**src/rtl/traffic_pkg.sv**
```systemverilog
// Shared definitions for the highway/farm-road traffic light controller.
//   - lamp_t  : 2-bit lamp drive code (RED/YELLOW/GREEN; 2'b11 never driven)
//   - state_t : controller state codes, also exported on o_state for debug
//   - hwy_lamp/farm_lamp : lamp decode for each state
package traffic_pkg;

  typedef enum logic [1:0] {
    RED    = 2'b00,
    YELLOW = 2'b01,
    GREEN  = 2'b10
  } lamp_t;

  typedef enum logic [1:0] {
    HG = 2'b00,  // highway GREEN, farm RED
    HY = 2'b01,  // highway YELLOW, farm RED
    FG = 2'b10,  // highway RED, farm GREEN
    FY = 2'b11   // highway RED, farm YELLOW
  } state_t;

  function automatic lamp_t hwy_lamp(input state_t s);
    case (s)
      HG:      hwy_lamp = GREEN;
      HY:      hwy_lamp = YELLOW;
      default: hwy_lamp = RED;
    endcase
  endfunction

  function automatic lamp_t farm_lamp(input state_t s);
    case (s)
      FG:      farm_lamp = GREEN;
      FY:      farm_lamp = YELLOW;
      default: farm_lamp = RED;
    endcase
  endfunction

endpackage

```
**src/rtl/sync_edge.sv**
```systemverilog
// N-flop synchronizer with a rising-edge detector on the synchronized level.
// Ports:
//   clk   - sampling clock
//   rst   - asynchronous active-high reset, clears all flops
//   d     - asynchronous input level
//   level - synchronized level (output of the last synchronizer flop)
//   rise  - high for one clk cycle after level goes 0->1
module sync_edge #(
  parameter int unsigned STAGES = 2
) (
  input  logic clk,
  input  logic rst,
  input  logic d,
  output logic level,
  output logic rise
);

  // Fewer than two flops gives no metastability protection, so clamp.
  localparam int unsigned N = (STAGES < 2) ? 2 : STAGES;

  logic [N-1:0] sr;
  logic         prev;

  always_ff @(posedge clk or posedge rst) begin
    if (rst) begin
      sr   <= '0;
      prev <= 1'b0;
    end else begin
      sr   <= {sr[N-2:0], d};
      prev <= sr[N-1];
    end
  end

  assign level = sr[N-1];
  assign rise  = sr[N-1] & ~prev;

endmodule

```
**src/rtl/traffic_light_controller.sv**
```systemverilog
// Highway / farm-road traffic light controller.
// The highway stays green until the long interval has expired AND a farm-road
// car has been seen; the farm road stays green until the long interval expires
// or no car remains. Yellow phases last one short interval. Start pulses drive
// an external timing circuit that reports expiry on i_long_timer/i_short_timer.
// Ports:
//   i_clk, i_reset              - clock, asynchronous active-high reset
//   i_car_sensor                - farm-road vehicle present (async level)
//   i_long_timer, i_short_timer - interval expiry from the timing circuit (async)
//   o_long_start, o_short_start - one-cycle interval start pulses (registered)
//   o_highway_light, o_farm_light - lamp codes (registered)
//   o_state                     - current state code (debug)
module traffic_light_controller
  import traffic_pkg::*;
#(
  parameter int unsigned SYNC_STAGES = 2
) (
  input  logic       i_clk,
  input  logic       i_reset,
  input  logic       i_car_sensor,
  input  logic       i_long_timer,
  input  logic       i_short_timer,
  output logic       o_long_start,
  output logic       o_short_start,
  output logic [1:0] o_highway_light,
  output logic [1:0] o_farm_light,
  output logic [1:0] o_state
);

  logic car_level, car_rise;
  logic long_level, long_evt;
  logic short_level, short_evt;

  sync_edge #(.STAGES(SYNC_STAGES)) u_sync_car (
    .clk   (i_clk),
    .rst   (i_reset),
    .d     (i_car_sensor),
    .level (car_level),
    .rise  (car_rise)
  );

  sync_edge #(.STAGES(SYNC_STAGES)) u_sync_long (
    .clk   (i_clk),
    .rst   (i_reset),
    .d     (i_long_timer),
    .level (long_level),
    .rise  (long_evt)
  );

  sync_edge #(.STAGES(SYNC_STAGES)) u_sync_short (
    .clk   (i_clk),
    .rst   (i_reset),
    .d     (i_short_timer),
    .level (short_level),
    .rise  (short_evt)
  );

  // The FSM needs only the car level and the timer edges.
  logic unused_sync;
  assign unused_sync = &{1'b0, car_rise, long_level, short_level};

  state_t state, state_next;
  logic   long_expired, long_expired_next;
  logic   car_pending, car_pending_next;
  logic   init_pending;  // set by reset: first edge afterwards starts the HG interval
  logic   long_start_next, short_start_next;

  always_ff @(posedge i_clk or posedge i_reset) begin
    if (i_reset) begin
      state           <= HG;
      long_expired    <= 1'b0;
      car_pending     <= 1'b0;
      init_pending    <= 1'b1;
      o_long_start    <= 1'b0;
      o_short_start   <= 1'b0;
      o_highway_light <= GREEN;
      o_farm_light    <= RED;
    end else begin
      state           <= state_next;
      long_expired    <= long_expired_next;
      car_pending     <= car_pending_next;
      init_pending    <= 1'b0;
      o_long_start    <= long_start_next;
      o_short_start   <= short_start_next;
      o_highway_light <= hwy_lamp(state_next);
      o_farm_light    <= farm_lamp(state_next);
    end
  end

  // Only the event belonging to the current state is examined, so a
  // coincident event for another state is dropped.
  always_comb begin
    state_next        = state;
    long_expired_next = long_expired;
    car_pending_next  = car_pending;
    long_start_next   = 1'b0;
    short_start_next  = 1'b0;
    if (init_pending) begin
      state_next      = HG;
      long_start_next = 1'b1;
    end else begin
      case (state)
        HG: begin
          car_pending_next = car_pending | car_level;
          if ((long_expired | long_evt) && (car_pending | car_level)) begin
            state_next        = HY;
            short_start_next  = 1'b1;
            long_expired_next = 1'b0;
          end else if (long_evt) begin
            long_expired_next = 1'b1;
          end
        end
        HY: begin
          car_pending_next = car_pending | car_level;
          if (short_evt) begin
            state_next       = FG;
            long_start_next  = 1'b1;
            car_pending_next = 1'b0;
          end
        end
        FG: begin
          if (long_evt || !car_level) begin
            state_next       = FY;
            short_start_next = 1'b1;
          end
        end
        FY: begin
          if (short_evt) begin
            state_next      = HG;
            long_start_next = 1'b1;
          end
        end
        default: begin
          state_next        = HG;
          long_start_next   = 1'b1;
          long_expired_next = 1'b0;
        end
      endcase
    end
  end

  assign o_state = state;

endmodule

```
**config.mk**
```make
export PLATFORM = sky130hd
export DESIGN_NAME = traffic_light_controller
export DESIGN_NICKNAME = d
export VERILOG_FILES = /design/src/rtl/traffic_pkg.sv /design/src/rtl/sync_edge.sv /design/src/rtl/traffic_light_controller.sv
export SDC_FILE = /design/constraint.sdc
export NUM_CORES = 1
export LEC_CHECK = 0
export BUFFER_PORTS_ARGS = -buffer_cell sky130_fd_sc_hd__clkbuf_2
export CAP_MARGIN = 25
export CORE_UTILIZATION = 50
export CTS_BUF_LIST = sky130_fd_sc_hd__clkbuf_8 sky130_fd_sc_hd__clkbuf_16
export DETAILED_ROUTE_END_ITERATION = 10
export MAX_ROUTING_LAYER = met4
export PLACE_DENSITY = 0.8
export RECOVER_POWER = 25
export SYNTH_ARGS = -nofsm -noshare
export SYNTH_HDL_FRONTEND = slang
export SYNTH_SLANG_ARGS = --single-unit
```
**constraint.sdc**
```tcl
create_clock -name i_clk -period 1.5 [get_ports i_clk]
set_clock_uncertainty 0.05 [all_clocks]
set_input_delay 0.075 -clock i_clk [delete_from_list [all_inputs] [get_ports i_clk]]
set_output_delay 0.075 -clock i_clk [all_outputs]
set_load 0.005 [all_outputs]
```
==> metrics.yaml <==
cts:
  clk_pin_slew_ns: 0.06
  clock_sinks: 19
  htreeDepth: 1
  clkLatencyLatePin_ns: 0.25
  numCtsBuffers: 3
  cts_tree: "yes"
  clk_path_buf_depth: 2
  cts-root-buf: "clkbuf_8"
worst_setup_path:
  worst-path-buf-inv: 0
  worstPathArrival_ns: 1.30
  worstSetupStartpointType: "register"
  crit_path_cell_trace: "nand3b_1 -> nand2b_1 -> nor3b_1"
  cp_slowest_cell: "dfrtp_1"
  crit_fanout: 7
  r2r_start: "o_state[0]"
  path_delay_family: "simple AND/OR/NAND/NOR gates"
  critPathMaxStageDelay_ns: 0.46
  end_kind: "register"
  critPathRequiredTime_ns: 1.61
  worst_r2r_path_depth: 3
  crit_type: "register to register"
  r2r_slack_ns: 0.31
  regToRegEndpoint: "o_farm_light[0]"
timing:
  setup_tns_ns: 0
  tightest_slew_ns: 0.6760
  final-setup-viol-count: 0
  relSlewSlack_pct: 54.89
  drv_slew: 0
  finalCriticalPeriod_ns: 1.188
  hold_violations: 0
  layout_setup_ws_ns: 0.3120
  fin_crit_sh_pct: 79.20
  fmax_mhz: 841.7
  grt_setup_unrepaired: "no"
logic_synthesis:
  yosysSeqAreaShare_pct: 72.62
  synth_seq_cells: 19
  synth_area_leaders: "dfrtp_1 65%, dfstp_2 8.0%, a21oi_1 3.8%, nor2_1 2.9%, o22a_4 2.7%"
  syn_nets: 53
  yosysMostFrequentCell: "dfrtp_1"
  synth-main-ff-cell: "dfrtp_1"
  synth_top_area_share_pct: 64.64
  syn-cell-area_um2: 658.1
  ys_top_cells_by_count: "17 x dfrtp_1, 5 x a21oi_1, 5 x nor2_1"
  synthCells: 48
  yosys.area.top_type: "dfrtp_1"
  synthArstFlopShare_pct: 100.0
  syn_area_per_cell_um2: 13.71
  ys_warn_count: 0
  ys_types: 19
  synth_edf_count: 0
detailed_routing:
  routed_wl_mm: 1.008
  dr.pass1.iters: 4
  drtIter0Drc: 8
  wl_per_cell_um: 12.44
  num_vias: 414
  ant_nets: 0
  drc: 0
  via_per_inst: 5.111
grt:
  antenna_found_initial: 0
  grt_pass1_wl_mm: 1.524
  grt_max_degree: 20
  grt_overflow: 0
  track_usage_pct: 16.95
  first_global_vias: 379
status:
  status: "finished clean"
layout:
  fillers: 85
  area_growth_pct: 23.95
  finalNetCount: 73
  antenna_cells: 0
  drive_gt1_share_pct: 29.85
  final_util_pct: 69.66
worst_hold_path:
  hp-class: "register to register"
  hold_path_depth: 0
  min-delay-start: "u_sync_short.sr[0]"
  holdPathEnd: "u_sync_short.sr[1]"
floorplan:
  coreArea_mm2: 0.001171
  row_count: 12
  die_w_um: 38.28
  dieArea_mm2: 0.001465
  start_util_pct: 56.20
  chipHeight_um: 38.28
  boundaryPins: 13
place:
  hpwl_um: 690.7
  dp_worst_setup_slack_ns: 0.3271
  port_buffers: 12
  place_congestion: 0.7788
pwr:
  ir_worst_vdd_mv: 0.7943
  p_leak_uw: 0.0003988
  p_total_uw: 1159
  powerDensity_mw_per_mm2: 1421
flow_run:
  drv_cap: 0
==> what timing repair did <==
| action | 4_1_cts | 5_1_grt |
|---|---|---|
| setup buffers | 0 | 0 |
| hold buffers | 4 | 0 |
| gates resized for setup | 0 | 0 |
| endpoints found under the hold margin | 20 | 0 |
==> per-stage QoR <==
step	hold slack (ns)	cells	cell area, um2
after global placement	0.1341	73	730.7
after detailed placement	0.1355	73	730.7
after CTS	0.3051	81	815.8
final	0.3033	81	815.8
after global routing	0.3088	81	815.8
after floorplan	-0.02535	48	658.1
==> sequential cells by signal (all words and copies together) (netlist names) <==
name / flops
car_pending: 1
init_pending: 1
long_expired: 1
o_farm_light: 2
o_highway_light: 2
o_long_start: 1
o_short_start: 1
o_state: 2
u_sync_car.sr: 2
u_sync_long.prev: 1
u_sync_long.sr: 2
u_sync_short.prev: 1
u_sync_short.sr: 2
==> cell families after synthesis <==
kind of cell | count (synthesis) | share of synthesized area, %
other | 1 | 0.5698
xor gates and xnor gates | 1 | 1.331
buffers and inverters | 3 | 1.901
and+or+nand+nor | 15 | 13.69
DFF | 19 | 72.62
AOI/OAI and AO/OA | 9 | 9.887
==> area by class of cell <==
class | count | area [um2] | area share, %
clock inverter | 1 | 3.754 | 0.4601
multi-input combinational | 26 | 167.7 | 20.55
sequential | 19 | 478.0 | 58.59
timing repair buffer | 16 | 100.1 | 12.27
inverter | 2 | 7.507 | 0.9202
clock buffer | 3 | 41.29 | 5.061
tap | 14 | 17.52 | 2.147
==> worst max path at each step <==
stage,start,endpoint,slack [ns],cells after the start
2_1_floorplan,u_sync_long.prev,o_highway_light[1],0.41,4
3_3_place_gp,o_state[0],o_highway_light[1],0.35,3
3_5_place_dp,o_state[0],o_farm_light[0],0.33,3
4_1_cts,o_state[0],o_farm_light[0],0.31,3
5_1_grt,o_state[0],o_farm_light[0],0.19,3
6_report,o_state[0],o_farm_light[0],0.31,3
==> cell usage in the layout, fill, tap and decap left out, drive strengths merged <==
cell / count
a211o: 1
a211oi: 1
a21oi: 5
clkbuf: 15
conb: 1
dfrtp: 17
dfstp: 2
dlygate4sd3: 4
inv: 3
nand2: 1
nand2b: 1
nand3b: 1
nor2: 5
nor2b: 1
nor3: 4
nor3b: 2
o22a: 1
o22ai: 1
xor2: 1
==> layer usage <==
| metal | track usage (%) | vias up | share of wire [%] |
|---|---|---|---|
| met3 | 3.488 | 2 | 5.1 |
| met2 | 27.12 | 18 | 49 |
| met5 | - | - | 0 |
| met1 | 19.43 | 194 | 45 |
| li1 | - | 200 | - |
| met4 | 10.71 | 0 | 1.6 |
==> power by group <==
group          internal (uW)  total [uW]  switching [uW]
combinational            100         190            89.6
clock                    181         332             151
sequential               583         637            53.5
total                    865        1160             294
Note: power is estimated with default switching activity, not from simulation.
